`src/rtl/sram_uart_tx_dump_pkg.sv`:
```
// Shared types and defaults for the SRAM-to-UART dump path.
// Holds the dump FSM state encoding and the default UART/SRAM timing constants.
package sram_uart_tx_dump_pkg;

    localparam int BAUD_DIV_DEFAULT     = 434;
    localparam int READ_LATENCY_DEFAULT = 2;
    localparam int ADDR_W               = 18;
    localparam int WORD_W               = 16;

    typedef enum logic [2:0] {
        S_TX_IDLE,
        S_TX_FETCH,
        S_TX_WAIT,
        S_TX_LATCH,
        S_TX_SEND_HI,
        S_TX_SEND_LO,
        S_TX_DRAIN
    } tx_dump_state_type;

    // Word addresses wrap naturally at the top of the 18-bit SRAM space.
    function automatic logic [ADDR_W-1:0] tx_addr_next(input logic [ADDR_W-1:0] addr);
        return addr + ADDR_W'(1);
    endfunction

endpackage

```
`src/rtl/sram_uart_tx_dump_serializer.sv`:
```
// 8N1 UART transmitter: start bit, 8 data bits LSB first, stop bit, each BAUD_DIV clocks.
// tx_ready also rises during the last stop-bit cycle so a new byte can follow with no idle gap.
module uart_tx_serializer
    import sram_uart_tx_dump_pkg::*;
#(
    parameter int BAUD_DIV = BAUD_DIV_DEFAULT
) (
    input  logic       clock,
    input  logic       resetn,
    input  logic       tx_load,
    input  logic [7:0] tx_data,
    output logic       tx_ready,
    output logic       tx_line
);

    localparam int CNT_W = (BAUD_DIV > 1) ? $clog2(BAUD_DIV) : 1;

    logic [CNT_W-1:0] r_baud_cnt;
    logic [3:0]       r_bit_idx;
    logic [9:0]       r_shift;
    logic             r_active;
    logic             w_bit_end;
    logic             w_frame_end;

    assign w_bit_end   = (r_baud_cnt == CNT_W'(BAUD_DIV - 1));
    assign w_frame_end = r_active && w_bit_end && (r_bit_idx == 4'd9);
    assign tx_ready    = !r_active || w_frame_end;
    // Bit 0 of the shift register is the line; it rests on the stop bit (or reset ones) when idle.
    assign tx_line     = r_shift[0];

    always_ff @(posedge clock or negedge resetn) begin
        if (!resetn) begin
            r_active   <= 1'b0;
            r_baud_cnt <= '0;
            r_bit_idx  <= 4'd0;
            r_shift    <= '1;
        end else if (tx_load && tx_ready) begin
            r_active   <= 1'b1;
            r_baud_cnt <= '0;
            r_bit_idx  <= 4'd0;
            r_shift    <= {1'b1, tx_data, 1'b0};
        end else if (r_active) begin
            if (w_bit_end) begin
                r_baud_cnt <= '0;
                if (r_bit_idx == 4'd9) begin
                    r_active <= 1'b0;
                end else begin
                    r_bit_idx <= r_bit_idx + 4'd1;
                    r_shift   <= {1'b1, r_shift[9:1]};
                end
            end else begin
                r_baud_cnt <= r_baud_cnt + CNT_W'(1);
            end
        end
    end

endmodule

```
`src/rtl/sram_uart_tx_dump.sv`:
```
// Reads a block of 16-bit SRAM words and streams them out as UART bytes, high byte first.
// The next word is prefetched while the current low byte is queued so frames run back to back.
module sram_uart_tx_dump
    import sram_uart_tx_dump_pkg::*;
#(
    parameter int BAUD_DIV     = BAUD_DIV_DEFAULT,
    parameter int READ_LATENCY = READ_LATENCY_DEFAULT
) (
    input  logic              CLOCK_50_I,
    input  logic              resetn,
    input  logic              start,
    input  logic [ADDR_W-1:0] start_address,
    input  logic [ADDR_W-1:0] word_count,
    input  logic [WORD_W-1:0] SRAM_read_data,
    output logic [ADDR_W-1:0] SRAM_address,
    output logic              SRAM_we_n,
    output logic              UART_TX_O,
    output logic              busy,
    output logic              done
);

    localparam int LAT_W = $clog2(READ_LATENCY + 1);

    tx_dump_state_type r_state;
    tx_dump_state_type w_next_state;

    logic [ADDR_W-1:0] r_addr;
    logic [ADDR_W-1:0] r_remaining;
    logic [LAT_W-1:0]  r_lat_cnt;
    logic              r_pf_done;
    logic              r_busy;
    logic              r_done;
    logic [WORD_W-1:0] r_word;
    logic [WORD_W-1:0] r_next;

    logic              w_tx_load;
    logic [7:0]        w_tx_data;
    logic              w_tx_ready;
    logic              w_accept;
    logic              w_zero_start;
    logic              w_finish;
    logic              w_last;

    assign w_last       = (r_remaining == ADDR_W'(1));
    assign SRAM_address = r_addr;
    assign SRAM_we_n    = 1'b1;
    assign busy         = r_busy;
    assign done         = r_done;

    always_ff @(posedge CLOCK_50_I or negedge resetn) begin
        if (!resetn) r_state <= S_TX_IDLE;
        else         r_state <= w_next_state;
    end

    always_comb begin
        w_next_state = r_state;
        w_tx_load    = 1'b0;
        w_tx_data    = r_word[15:8];
        w_accept     = 1'b0;
        w_zero_start = 1'b0;
        w_finish     = 1'b0;
        case (r_state)
            S_TX_IDLE: begin
                if (start) begin
                    if (word_count != '0) begin
                        w_accept     = 1'b1;
                        w_next_state = S_TX_FETCH;
                    end else begin
                        w_zero_start = 1'b1;
                    end
                end
            end
            S_TX_FETCH: w_next_state = S_TX_WAIT;
            S_TX_WAIT: begin
                if (r_lat_cnt == LAT_W'(READ_LATENCY - 1)) w_next_state = S_TX_LATCH;
            end
            S_TX_LATCH: w_next_state = S_TX_SEND_HI;
            S_TX_SEND_HI: begin
                if (w_tx_ready) begin
                    w_tx_load    = 1'b1;
                    w_next_state = S_TX_SEND_LO;
                end
            end
            S_TX_SEND_LO: begin
                w_tx_data = r_word[7:0];
                // Hold the low byte until the prefetched word has landed, unless this is the last word.
                if (w_tx_ready && (r_pf_done || w_last)) begin
                    w_tx_load    = 1'b1;
                    w_next_state = w_last ? S_TX_DRAIN : S_TX_SEND_HI;
                end
            end
            S_TX_DRAIN: begin
                if (w_tx_ready) begin
                    w_finish     = 1'b1;
                    w_next_state = S_TX_IDLE;
                end
            end
            default: w_next_state = S_TX_IDLE;
        endcase
    end

    always_ff @(posedge CLOCK_50_I or negedge resetn) begin
        if (!resetn) begin
            r_addr      <= '0;
            r_remaining <= '0;
            r_lat_cnt   <= '0;
            r_pf_done   <= 1'b0;
            r_busy      <= 1'b0;
            r_done      <= 1'b0;
        end else begin
            r_done <= w_zero_start || w_finish;
            if (w_accept) begin
                r_busy      <= 1'b1;
                r_addr      <= start_address;
                r_remaining <= word_count;
                r_lat_cnt   <= '0;
            end
            if (w_finish) r_busy <= 1'b0;
            if (r_state == S_TX_FETCH || r_state == S_TX_WAIT) r_lat_cnt <= r_lat_cnt + LAT_W'(1);
            // Issuing the high byte of a non-final word launches the prefetch of the next address.
            if (r_state == S_TX_SEND_HI && w_tx_load && !w_last) begin
                r_addr    <= tx_addr_next(r_addr);
                r_lat_cnt <= '0;
                r_pf_done <= 1'b0;
            end
            if (r_state == S_TX_SEND_LO && !w_last && !r_pf_done) begin
                r_lat_cnt <= r_lat_cnt + LAT_W'(1);
                if (r_lat_cnt == LAT_W'(READ_LATENCY)) r_pf_done <= 1'b1;
            end
            if (r_state == S_TX_SEND_LO && w_tx_load && !w_last) r_remaining <= r_remaining - ADDR_W'(1);
        end
    end

    always_ff @(posedge CLOCK_50_I) begin
        if (r_state == S_TX_LATCH) r_word <= SRAM_read_data;
        if (r_state == S_TX_SEND_LO && !w_last && !r_pf_done && r_lat_cnt == LAT_W'(READ_LATENCY))
            r_next <= SRAM_read_data;
        if (r_state == S_TX_SEND_LO && w_tx_load && !w_last) r_word <= r_next;
    end

    uart_tx_serializer #(
        .BAUD_DIV (BAUD_DIV)
    ) u_serializer (
        .clock    (CLOCK_50_I),
        .resetn   (resetn),
        .tx_load  (w_tx_load),
        .tx_data  (w_tx_data),
        .tx_ready (w_tx_ready),
        .tx_line  (UART_TX_O)
    );

endmodule

```
`config.mk`:
```
export PLATFORM = sky130hd
export DESIGN_NAME = sram_uart_tx_dump
export DESIGN_NICKNAME = d
export VERILOG_FILES = /design/src/rtl/sram_uart_tx_dump_pkg.sv /design/src/rtl/sram_uart_tx_dump_serializer.sv /design/src/rtl/sram_uart_tx_dump.sv
export SDC_FILE = /design/constraint.sdc
export NUM_CORES = 1
export LEC_CHECK = 0
export CORE_ASPECT_RATIO = 0.6
export CORE_UTILIZATION = 60
export CTS_BUF_LIST = sky130_fd_sc_hd__clkbuf_8
export DETAILED_ROUTE_END_ITERATION = 8
export PLACE_DENSITY = 0.95
export SETUP_SLACK_MARGIN = 0.2
export SYNTH_ARGS = -nofsm -noshare
export SYNTH_HDL_FRONTEND = slang
export SYNTH_SLANG_ARGS = --single-unit
export TNS_END_PERCENT = 5
```
`constraint.sdc`:
```
create_clock -name CLOCK_50_I -period 6.9 [get_ports CLOCK_50_I]
set_clock_uncertainty 0.05 [all_clocks]
set_input_delay 2.07 -clock CLOCK_50_I [delete_from_list [all_inputs] [get_ports CLOCK_50_I]]
set_output_delay 2.07 -clock CLOCK_50_I [all_outputs]
set_load 0.05 [all_outputs]
```
After elaboration in Yosys (flattened, before gate mapping)
Index checks and enable logic that the tools add are counted.
Word-level totals
  register bits after elaboration: 100
  latch bits: 0
  memory bits (writable): 0
  memory bits (read-only): 0
  input port bits: 55
  output and inout bits: 22
  logic and storage cells: 114
  memories: 0
Cells by class
  $add $sub $neg: 5
  multipliers: 0
  divide/modulo/power cells: 0
  order comparisons: 0
  equality and inequality tests: 18
  shifts and indexed selects: 0
  multiplexer cells: 49
  bitwise operators: 0
  reductions and logical operators: 29
Operators by type and width (count)
  $mux 18: 4
  $mux 10: 4
  $mux 16: 2
  $mux 9: 3
  $pmux 3 s7: 1
  $add 18x1->18 const B: 1
  $eq 18x1->1 const B: 1
  $mux 1: 18
  $mux 3: 6
  $reduce_bool 18->1: 1
  $sub 18x1->18 const B: 1
  $mux 4: 4
  $reduce_bool 2->1: 6
  $logic_and 1x1->1: 11
  $mux 2: 5
  $add 9x1->9 const B: 1
  $eq 3x3->1 const B: 3
  $eq 9x9->1 const B: 1
  $mux 8: 1
  $ne 2x2->1 const B: 4
  $eq 3x2->1 const B: 2
  $ne 2x1->1 const B: 3
  $reduce_and 6->1: 1
  $add 4x1->4 const B: 1
  11 further kinds: 16

Depth between registers and ports, before layout
Gate-level depths: netlist of the first run.
  depth after elaboration: 12
  depth in mapped cells: 10

Modules after synthesis
Synthesis of the first run repeated with hierarchy kept, for this count alone.
Unflattened totals
  cell total of the unflattened synthesis: 553
  area total of the unflattened synthesis: 5341.4 um^2
By module, submodules not included
  sram_uart_tx_dump: times used 1, cells each 416, area an instance 4020.1 um^2, seq. area each 2062.0 um^2
  uart_tx_serializer: times used 1, cells each 137, area an instance 1321.3 um^2, seq. area each 586.8 um^2

Worst setup path after synthesis of the first run
OpenSTA, ideal clock, no wires.
  path type: input -> register
  start: in word_count[11]
  end: reg r_addr[12] (netlist: SRAM_address[12])
  arrival time: 3384 ps
  setup slack: 3342 ps
  stages on the path: 7
  cell sequence: nor4_1 > nand3_1 > o21a_1 > clkbuf_1 > clkbuf_1 > and2_1 > a211o_1
Between the ends
  cells in the longest elaborated chain, start to end: 5
Ends and longest elaborated chain
  start: declaration: RTL line sram_uart_tx_dump.sv:13  | input logic [ADDR_W-1:0] word_count,
  $reduce_bool 18->1: RTL line sram_uart_tx_dump.sv:65  | if (word_count != '0) begin
  $mux 1: RTL line sram_uart_tx_dump.sv:65
  $mux 1: RTL line sram_uart_tx_dump.sv:64  | if (start) begin
  $mux 1: RTL line sram_uart_tx_dump.sv:62  | case (r_state)
  $reduce_bool 2->1 (no source line)
  end signal: assignment: RTL line sram_uart_tx_dump.sv:114  | r_addr <= start_address;
  end signal: assignment: RTL line sram_uart_tx_dump.sv:122  | r_addr <= tx_addr_next(r_addr);
  end: declaration: RTL line sram_uart_tx_dump.sv:27  | logic [ADDR_W-1:0] r_addr;
No other way between the ends.
A chain may end at the register's enable or synchronous reset.

Worst setup path after layout of the first run
  start: in word_count[3]
  end: reg r_remaining[17]
Between the ends
  cells in the longest elaborated chain, start to end: 5
Ends and longest elaborated chain
  $reduce_bool 18->1: RTL line sram_uart_tx_dump.sv:65
  $mux 1: RTL line sram_uart_tx_dump.sv:65
  $mux 1: RTL line sram_uart_tx_dump.sv:64
  $mux 1: RTL line sram_uart_tx_dump.sv:62
  $reduce_bool 2->1 (no source line)
  end signal: assignment: RTL line sram_uart_tx_dump.sv:115  | r_remaining <= word_count;
  end signal: assignment: RTL line sram_uart_tx_dump.sv:130  | if (r_state == S_TX_SEND_LO && w_tx_load && !w_last) r_remaining <= r_remaining - ADDR_W'(1);
  end: declaration: RTL line sram_uart_tx_dump.sv:28  | logic [ADDR_W-1:0] r_remaining;
No other way between the ends.

==> flow_metrics.py, run 1 <==
metrics = {
    "run_status": {
        "outcome": "complete, no violations",
    },
    "grt": {
        "grt_pass1_vias": 4378,
        "groute.usage.overall_pct": 30.21,
        "grt_max_degree": 68,
        "grt_pass1_wl_um": 20830,
        "overflow": 0,
        "antenna_found_initial": 0,
    },
    "cts": {
        "clkTransAtPathRegs_ns": 0.11,
        "ctsHoldBuffers": 0,
        "cts_tree": "yes",
        "cts_buffer_depth": 2,
        "cts_made_buffers": 9,
        "ctsResizeCount": 0,
        "root_buffer": "clkbuf_8",
        "insertion_delay_ns": 0.38,
        "htree_levels": 3,
        "post_cts_buffers": 0,
        "cts.sinks": 99,
    },
    "floorplan": {
        "dieHeight_um": 73.32,
        "core_area_um2": 8039,
        "design.die.area_um2": 8861,
        "fp-row-count": 25,
        "die_width_um": 120.9,
        "pin_count": 77,
        "start_util_pct": 63.27,
    },
    "placed_design": {
        "dp_hpwl_um": 8446,
        "port_buffers": 75,
        "place_congestion": 0.8704,
    },
    "worst_setup_path": {
        "critPathKind": "input pin to flip-flop",
        "start_kind": "input pin",
        "slowest_stage": "o21ai_2",
        "worst_r2r_startpoint": "r_remaining[3]",
        "critical-path-top-delay-family": "compound AO/OA/AOI/OAI gates",
        "crit_path_max_fanout": 24,
        "cp_slowest_stage_delay_ns": 0.92,
        "r2r_cells": 6,
        "path_cells": "clkdlybuf4s50_1 -> nor4_1 -> nand3_1 -> o21ai_2 -> nand2_1 -> a21oi_1 -> a311oi_2",
        "worst_r2r_endpoint": "u_serializer.r_shift[1]",
        "endpoint_kind": "flip-flop",
        "crit_required_ns": 7.10,
        "crit_arrival_ns": 5.13,
        "r2r_setup_slack_ns": 3.75,
        "crit_buf_inv": 1,
    },
    "cells_and_area": {
        "final_util_pct": 75.47,
        "antenna_cells": 0,
        "nets": 652,
        "layout-drive-gt1-share_pct": 8.094,
        "syn_to_final_growth_pct": 19.29,
    },
    "timing": {
        "setup_violations": 0,
        "maxSlewHeadroom_pct": 25.71,
        "period_share_pct": 71.35,
        "fin_crit_ns": 4.923,
        "final_max_slew_viol_count": 0,
        "finalHoldViolations": 0,
        "timing.fmax_mhz": 203.1,
        "worst_hold_slack_ns": 0.4337,
        "rsz0062_at_grt": "no",
        "worstMarginPinSlew_ns": 1.114,
        "tns_ns": 0,
    },
    "synthesis": {
        "synth.yosys.warnings": 0,
        "synthCells": 523,
        "syn_nets": 587,
        "ys_ff_latch": 99,
        "synth_ff_type": "dfrtp_1",
        "syn_area_um2": 5086,
        "synth_edf_count": 32,
        "yosysSeqAreaShare_pct": 52.08,
        "ys_top_cells_by_area": "dfrtp_1 (29%), edfxtp_1 (19%), nand2_1 (6.8%)",
        "synth_top_cell_area_share_pct": 28.54,
        "synthArstFlopShare_pct": 67.68,
        "yosysTopAreaCell": "dfrtp_1",
        "yosys.cell_types.count": 66,
        "synth.avg_cell_area_um2": 9.725,
    },
    "power": {
        "p_sw_uw": 291.1,
        "clkPwrFrac_pct": 34.1,
        "powerDensity_nw_per_um2": 180.6,
        "p_int_uw": 804.8,
        "seq_power_share_pct": 57.3,
        "irDropWorstVdd_mv": 0.1305,
        "p_comb_share_pct": 8.7,
        "netSwitchingFraction_pct": 26.57,
        "leakage_nw": 2.450,
    },
    "min_path": {
        "min_to": "u_serializer.r_shift[0]",
        "min_path_type": "flip-flop to flip-flop",
        "whs_path_depth": 2,
        "min-delay-start": "u_serializer.r_shift[0]",
    },
    "route": {
        "final_antenna_net_count": 0,
        "drtPass1Iterations": 6,
        "vias": 4483,
        "routed_wl_um": 12630,
        "avgRoutedWirePerCell_um": 18.01,
        "routed_via_density": 6.395,
        "drtIter0Drc": 511,
        "drc_errors": 0,
    },
    "job": {
        "drv_cap": 0,
    },
}
-- cells by family after synthesis --
kind of cell	share of synthesized area (%)
buffers and inverters	3.444
DFF	52.08
and+or+nand+nor	21.92
other	0.07373
adders and majority gates	2.214
AOI/OAI and AO/OA	18.62
xor gates and xnor gates	1.033
muxes	0.6150
-- cells in the final DEF (no fill, tap or decap), types with 8 or more instances in the layout --
cell type | Yosys | layout
dfstp_2 | 9 | 9
nand2_1 | 92 | 92
o21ai_0 | 22 | 22
nand4_1 | 8 | 8
edfxtp_1 | 32 | 32
and3_1 | 13 | 13
inv_1 | 14 | 14
clkbuf_8 | 0 | 9
nor3_1 | 12 | 12
a221o_1 | 13 | 13
a21oi_1 | 28 | 28
dfrtp_1 | 58 | 58
nor2_1 | 55 | 55
ha_1 | 9 | 9
nand3_1 | 14 | 14
clkdlybuf4s50_1 | 0 | 74
a211oi_1 | 12 | 12
-- per-layer routing --
metal | wire length (um) | track usage [%] | vias to the layer above
li1 | - | - | 2047
met1 | 5568 | 41.33 | 2156
met2 | 5800 | 47.68 | 253
met3 | 1043 | 7.453 | 27
met4 | 214 | 10.43 | 0
met5 | 0 | 0 | -
-- through the flow --
step / total power, mW / instance area [um^2] / setup slack [ns] / instances
after global placement: 0.7289 / 5878 / 1.951 / 685
after CTS: 1.097 / 6067 / 2.126 / 701
after floorplan: 0.6742 / 5086 / 3.342 / 523
final: 1.096 / 6067 / 1.977 / 701
after global routing: 1.128 / 6067 / 1.832 / 701
after detailed placement: 0.7330 / 5878 / 1.732 / 685
-- cells in the mapped netlist (2+ instances only) --
master and instances:
nand2_1 92, dfrtp_1 58, nor2_1 55, edfxtp_1 32, a21oi_1 28, o21ai_0 22
clkbuf_1 14, inv_1 14, nand3_1 14, a221o_1 13, and3_1 13, a211oi_1 12
nor3_1 12, dfstp_2 9, ha_1 9, buf_2 8, nand4_1 8, nor4_1 7
a311oi_1 6, a31oi_1 6, a21o_1 5, and2_1 5, o21ai_1 5, o31ai_1 5
xor2_1 5, nand2b_1 4, o21a_1 4, or4_1 4, nor2b_1 3, o22ai_1 3
or3_1 3, or4_4 3, a21oi_2 2, a222oi_1 2, a22oi_1 2, and3b_1 2
buf_6 2, mux2i_1 2, o221a_2 2, o32ai_1 2
-- power by group through the flow --
stage | Clock, mW | Combinational [mW] | Sequential, mW
CTS | 0.375 | 0.0951 | 0.627
global route | 0.398 | 0.102 | 0.629
global placement | 0 | 0.0910 | 0.638
detailed placement | 0 | 0.0943 | 0.639
floorplan | 0 | 0.0224 | 0.652
finish | 0.373 | 0.0950 | 0.628
-- state kept, by name, indices dropped and copies added (netlist names) --
| signal | count |
|---|---|
| u_serializer.r_baud_cnt | 9 |
| done | 1 |
| r_word | 16 |
| r_remaining | 18 |
| u_serializer.r_shift | 9 |
| r_lat_cnt | 2 |
| u_serializer.r_active | 1 |
| SRAM_address | 18 |
| r_pf_done | 1 |
| u_serializer.r_bit_idx | 4 |
| r_next | 16 |
| r_state | 3 |
| busy | 1 |
-- worst reg2reg max path, stage by stage (launching register included) --
cell	delay (ns)
dfrtp_1	0.45
or4_4	0.57
nor4_2	0.42
a21oi_1	0.25
o21ai_2	0.80
a21oi_1	0.20
a221o_1	0.35
-- how the worst max path moves through the flow --
stage | from | end | slack [ns] | cells past startpoint
6_report | word_count[3] | r_remaining[17] | 1.98 | 7
5_1_grt | word_count[3] | r_remaining[17] | 1.83 | 7
4_1_cts | word_count[3] | r_remaining[17] | 2.13 | 7
3_5_place_dp | word_count[3] | r_remaining[17] | 1.73 | 7
3_3_place_gp | word_count[11] | r_remaining[17] | 1.95 | 7
2_1_floorplan | word_count[11] | SRAM_address[12] | 3.34 | 7
-- cell type report --
cell class	instances	area, um^2
flip-flops and latches	99	2649
clock inverters	7	65.06
repair buffers	79	775.7
well taps	108	135.1
multi-input cells	385	2266
clock buffers	9	123.9
inverters	14	52.55
fillers	546	1972
Note: power is estimated with default switching activity, not from simulation.
==> run 2: changes to the inputs <==
Settings changed: CORE_UTILIZATION 60 to 51, PLACE_DENSITY 0.95 to 0.9.
Clock period 6.9 ns to 4.37 ns, I/O delays scaled along.
==> run 2 against run 1 <==
Critical path depth is the same. Via count down 1.6%. Flip-flop and latch count unchanged. Core utilization shrank 11 points. Highest routed layer unchanged. Critical path type unchanged. Non-clock buffer count up 2. Power is 59% higher. Sequential power increased by 58%. Clock power is 61% higher.
==> flow_metrics.py, run 2 (synthesis results as in run 1) <==
metrics = {
    "cts": {
        "post_cts_buffers": 0,
        "cts_buffer_depth": 2,
        "cts_tree": "yes",
        "clkTransAtPathRegs_ns": 0.11,
        "cts_made_buffers": 9,
        "ctsHoldBuffers": 0,
        "ctsResizeCount": 0,
        "htree_levels": 3,
        "insertion_delay_ns": 0.39,
        "root_buffer": "clkbuf_8",
        "cts.sinks": 99,
    },
    "grt": {
        "grt_max_degree": 34,
        "overflow": 0,
        "grt_pass1_vias": 4066,
        "grt_pass1_wl_um": 19880,
        "groute.usage.overall_pct": 25.22,
        "antenna_found_initial": 0,
    },
    "cells_and_area": {
        "fin_cells": 725,
        "final_area_um2": 6118,
        "layout_common_cells": "nand2_1 (92), clkdlybuf4s50_1 (74), dfrtp_1 (58), nor2_1 (55), edfxtp_1 (32)",
        "layout-drive-gt1-share_pct": 8.403,
        "final_common_cell": "nand2_1",
        "nets": 654,
        "syn_to_final_growth_pct": 20.30,
        "antenna_cells": 0,
    },
    "worst_setup_path": {
        "crit_arrival_ns": 3.47,
        "start_kind": "input pin",
        "critPathKind": "input pin to flip-flop",
        "crit_required_ns": 4.61,
        "endpoint_kind": "flip-flop",
        "crit_path_max_fanout": 16,
    },
    "timing": {
        "finalHoldViolations": 0,
        "final_max_slew_viol_count": 0,
        "fin_crit_ns": 3.228,
        "period_share_pct": 73.87,
        "rsz0062_at_grt": "no",
        "worst_hold_slack_ns": 0.4319,
        "timing.fmax_mhz": 309.8,
        "setup_violations": 0,
        "tns_ns": 0,
        "maxSlewHeadroom_pct": 38.97,
        "worstMarginPinSlew_ns": 0.9153,
    },
    "route": {
        "drtPass1Iterations": 7,
        "routed_via_density": 6.086,
        "routed_wl_um": 12240,
        "drtIter0Drc": 419,
        "vias": 4412,
        "drc_errors": 0,
        "avgRoutedWirePerCell_um": 16.88,
        "final_antenna_net_count": 0,
    },
    "floorplan": {
        "core_area_um2": 9425,
        "pin_count": 77,
        "dieHeight_um": 79.36,
        "design.die.area_um2": 10390,
        "fp-row-count": 27,
        "start_util_pct": 53.96,
        "die_width_um": 130.9,
    },
    "run_status": {
        "outcome": "complete, no violations",
    },
    "power": {
        "irDropWorstVdd_mv": 0.1832,
        "leakage_nw": 2.462,
        "powerDensity_nw_per_um2": 284.7,
    },
    "placed_design": {
        "port_buffers": 75,
        "placed_cells_incl_taps": 709,
        "dp_hpwl_um": 8637,
        "placed_cell_area_um2": 5921,
        "place_congestion": 0.8968,
    },
    "job": {
        "drv_cap": 0,
    },
    "min_path": {
        "min_path_type": "flip-flop to flip-flop",
    },
}
[run 2: changes by cell type in the layout (fill, tap and decap cells not counted)]
cell | previous run | this run
buf_4 | 4 | 6
inv_6 | 2 | 0
inv_8 | 3 | 5
clkinv_2 | 1 | 0
clkinv_4 | 1 | 2
[run 2: area by class of cell]
type / instances / area, um^2
fillers: 731 / 3307
clock buffers: 9 / 123.9
flip-flops and latches: 99 / 2649
repair buffers: 81 / 790.8
well taps: 130 / 162.7
inverters: 14 / 52.55
clock inverters: 7 / 73.82
multi-input cells: 385 / 2266
[run 2: through the flow]
stage | power, mW | util (%) | setup WS [ns]
after floorplan | 1.065 | - | 1.528
after global placement | 1.153 | 62.82 | 0.8484
after detailed placement | 1.158 | 62.82 | 0.7458
after CTS | 1.755 | 64.91 | 1.173
after global routing | 1.806 | 64.91 | 1.035
final | 1.742 | 64.91 | 1.142
[run 2: where the power goes]
part | switching (mW) | internal, mW | leakage [nW] | total [mW]
Combinational | 0.0752 | 0.0737 | 1.26 | 0.149
Clock | 0.372 | 0.229 | 0.103 | 0.601
Sequential | 0.0176 | 0.974 | 1.10 | 0.992
Total | 0.465 | 1.28 | 2.46 | 1.74
[run 2: worst max-delay path, cell delays in order]
cell,delay [ns]
clkdlybuf4s50_1,0.44
nor4_1,0.33
nand3_1,0.25
o21a_1,0.40
buf_4,0.27
a311o_1,0.33
o211a_1,0.12
[run 2: worst paths after layout]
path / slack (ns) / from / end / cells past startpoint
max in group asynchronous: 2.74 / resetn / u_serializer.r_shift[0] / 2
max reg2reg: 1.32 / u_serializer.r_baud_cnt[1] / SRAM_address[6] / 8
min reg2reg: 0.43 / u_serializer.r_shift[0] / u_serializer.r_shift[0] / 2
max: 1.14 / word_count[10] / SRAM_address[3] / 7
min in group asynchronous: 0.75 / resetn / SRAM_address[9] / 1
min: 0.43 / u_serializer.r_shift[0] / u_serializer.r_shift[0] / 2
[run 2: metal layers]
metal  routed length [um]  track usage (%)
met5                    0                0
met4                  184            8.621
met3                 1051            5.997
met2                 5249            36.72
met1                 5754            36.70
==> run 3: changes to the inputs <==
Settings changed: CORE_UTILIZATION 51 to 56, PLACE_DENSITY 0.9 to 0.93.
Clock period 4.37 ns to 3.2 ns, I/O delays scaled along.
==> run 3 against run 2 <==
The run now ends with design-rule violations left. Wire length rose by 3.2%. Die area shrank 8.8%. Clock-buffer cell count stayed put. Core utilization is 6.2 points higher. Global-route usage rose by 3.3 points. Non-clock buffer count rose by 10. First-iteration DRC count increased by 42%. Sequential share of layout area shrank 0.23 points. Flip-flop and latch count is the same. Cell count fell by 1.1%.
==> flow_metrics.py, run 3 (synthesis results as in run 1) <==
metrics = {
    "timing": {
        "tns_ns": 0,
        "setup_violations": 0,
        "maxSlewHeadroom_pct": 42.73,
        "rsz0062_at_grt": "yes",
        "finalHoldViolations": 0,
        "worst_hold_slack_ns": 0.4276,
        "worstMarginPinSlew_ns": 0.8591,
        "period_share_pct": 89.45,
        "final_max_slew_viol_count": 0,
        "fin_crit_ns": 2.862,
        "timing.fmax_mhz": 349.3,
    },
    "cells_and_area": {
        "final_common_cell": "nand2_1",
        "layout_common_cells": "nand2_1 (92), clkdlybuf4s50_1 (74), dfrtp_1 (58), nor2_1 (54), edfxtp_1 (32)",
        "regArea_um2": 2649,
        "n_fill_cell": 636,
        "syn_to_final_growth_pct": 20.93,
        "multi_input_area_um2": 2268,
        "nets": 664,
        "antenna_cells": 0,
        "layout-drive-gt1-share_pct": 9.917,
    },
    "worst_setup_path": {
        "crit_path_max_fanout": 10,
        "r2r_setup_slack_ns": 0.34,
        "crit_required_ns": 3.42,
        "crit_arrival_ns": 3.08,
        "start_kind": "flip-flop",
        "worst_r2r_startpoint": "r_remaining[2]",
        "critPathKind": "flip-flop to flip-flop",
        "endpoint": "SRAM_address[12]",
        "r2r_cells": 6,
        "critPathLaunch": "r_remaining[2]",
        "endpoint_kind": "flip-flop",
        "worst_r2r_endpoint": "SRAM_address[12]",
    },
    "grt": {
        "antenna_found_initial": 0,
        "grt_pass1_wl_um": 20820,
        "groute.usage.overall_pct": 28.56,
        "overflow": 0,
        "grt_pass1_vias": 4266,
        "grt_max_degree": 68,
    },
    "floorplan": {
        "pin_count": 77,
        "design.die.area_um2": 9480,
        "core_area_um2": 8653,
        "dieHeight_um": 75.82,
        "start_util_pct": 58.78,
        "die_width_um": 125.0,
        "fp-row-count": 26,
    },
    "cts": {
        "insertion_delay_ns": 0.38,
        "clkTransAtPathRegs_ns": 0.10,
        "cts_made_buffers": 9,
        "cts_buffer_depth": 2,
        "root_buffer": "clkbuf_8",
        "cts_tree": "yes",
        "cts.sinks": 99,
        "ctsHoldBuffers": 0,
        "htree_levels": 3,
    },
    "route": {
        "drtPass1Iterations": 7,
        "vias": 4498,
        "routed_via_density": 6.273,
        "drtIter0Drc": 596,
        "avgRoutedWirePerCell_um": 17.61,
        "final_antenna_net_count": 0,
        "drc_errors": 15,
        "routed_wl_um": 12630,
    },
    "placed_design": {
        "place_congestion": 0.8621,
        "dp_hpwl_um": 8951,
        "port_buffers": 75,
    },
    "power": {
        "clkPwrFrac_pct": 32.6,
        "p_int_mw": 1.717,
        "leakage_nw": 2.496,
        "powerDensity_nw_per_um2": 375.8,
        "irDropWorstVdd_mv": 0.2198,
        "p_comb_share_pct": 8.8,
        "netSwitchingFraction_pct": 25.74,
        "seq_power_share_pct": 58.6,
        "p_sw_uw": 595.0,
    },
    "min_path": {
        "min_path_type": "flip-flop to flip-flop",
    },
    "run_status": {
        "outcome": "complete, but fails checks",
        "violations": "design-rule violations",
    },
    "job": {
        "drv_cap": 0,
    },
}
## run 3: layout make-up
type / instances / area share, %
inverters: 14 / 0.8544
well taps: 112 / 2.278
clock inverters: 7 / 0.8340
repair buffers: 91 / 14.08
clock buffers: 9 / 2.014
multi-input cells: 385 / 36.88
flip-flops and latches: 99 / 43.06
## run 3: worst min path at each step
stage          slack (ns)               startpoint                       to  depth (start not counted)
6_report             0.43  u_serializer.r_shift[1]  u_serializer.r_shift[0]                          2
5_1_grt              0.45  u_serializer.r_shift[0]  u_serializer.r_shift[0]                          2
4_1_cts              0.43  u_serializer.r_shift[1]  u_serializer.r_shift[0]                          2
3_5_place_dp         0.41  u_serializer.r_shift[1]  u_serializer.r_shift[0]                          2
3_3_place_gp         0.41  u_serializer.r_shift[7]  u_serializer.r_shift[7]                          2
2_1_floorplan        0.39  u_serializer.r_shift[7]  u_serializer.r_shift[7]                          2
## run 3: layer usage
layer,vias to the layer above,track usage [%],part of all wire (%)
met5,-,0,0
met4,0,10.16,2.0
met3,34,7.935,8.8
met2,236,46.55,46
met1,2147,37.57,44
li1,2081,-,-
## run 3: per-stage QoR
| step | instance area [um^2] | power (mW) | utilization [%] | worst slack (ns) | instances |
|---|---|---|---|---|---|
| 3_5_place_dp | 5973 | 1.582 | 69.03 | -0.005306 | 701 |
| 2_1_floorplan | 5086 | 1.454 | - | 0.3579 | 523 |
| 5_1_grt | 6151 | 2.387 | 71.08 | 0.1995 | 717 |
| 4_1_cts | 6148 | 2.322 | 71.05 | 0.3799 | 717 |
| 3_3_place_gp | 5973 | 1.573 | 69.03 | 0.009554 | 701 |
| 6_report | 6151 | 2.312 | 71.08 | 0.3375 | 717 |
## run 3: worst max-delay path, stage by stage (launching register included)
cell and delay [ns]:
dfrtp_1 0.45, or4_4 0.56, nor4_2 0.49, nand2_1 0.32
nand2_1 0.40, o21ai_0 0.15, a211o_1 0.32
## run 3: timing repair
item / 4_1_cts / 5_1_grt
resized for setup: 0 / 1
setup endpoints to repair: 0 / 2
setup buffers: 0 / 0
## run 3: power groups by stage
stage               combinational [mW]  clock [mW]  sequential [mW]
global route                     0.219       0.812             1.36
floorplan                       0.0483           0             1.41
CTS                              0.204       0.765             1.35
detailed placement               0.204           0             1.38
global placement                 0.197           0             1.38
finish                           0.203       0.755             1.35
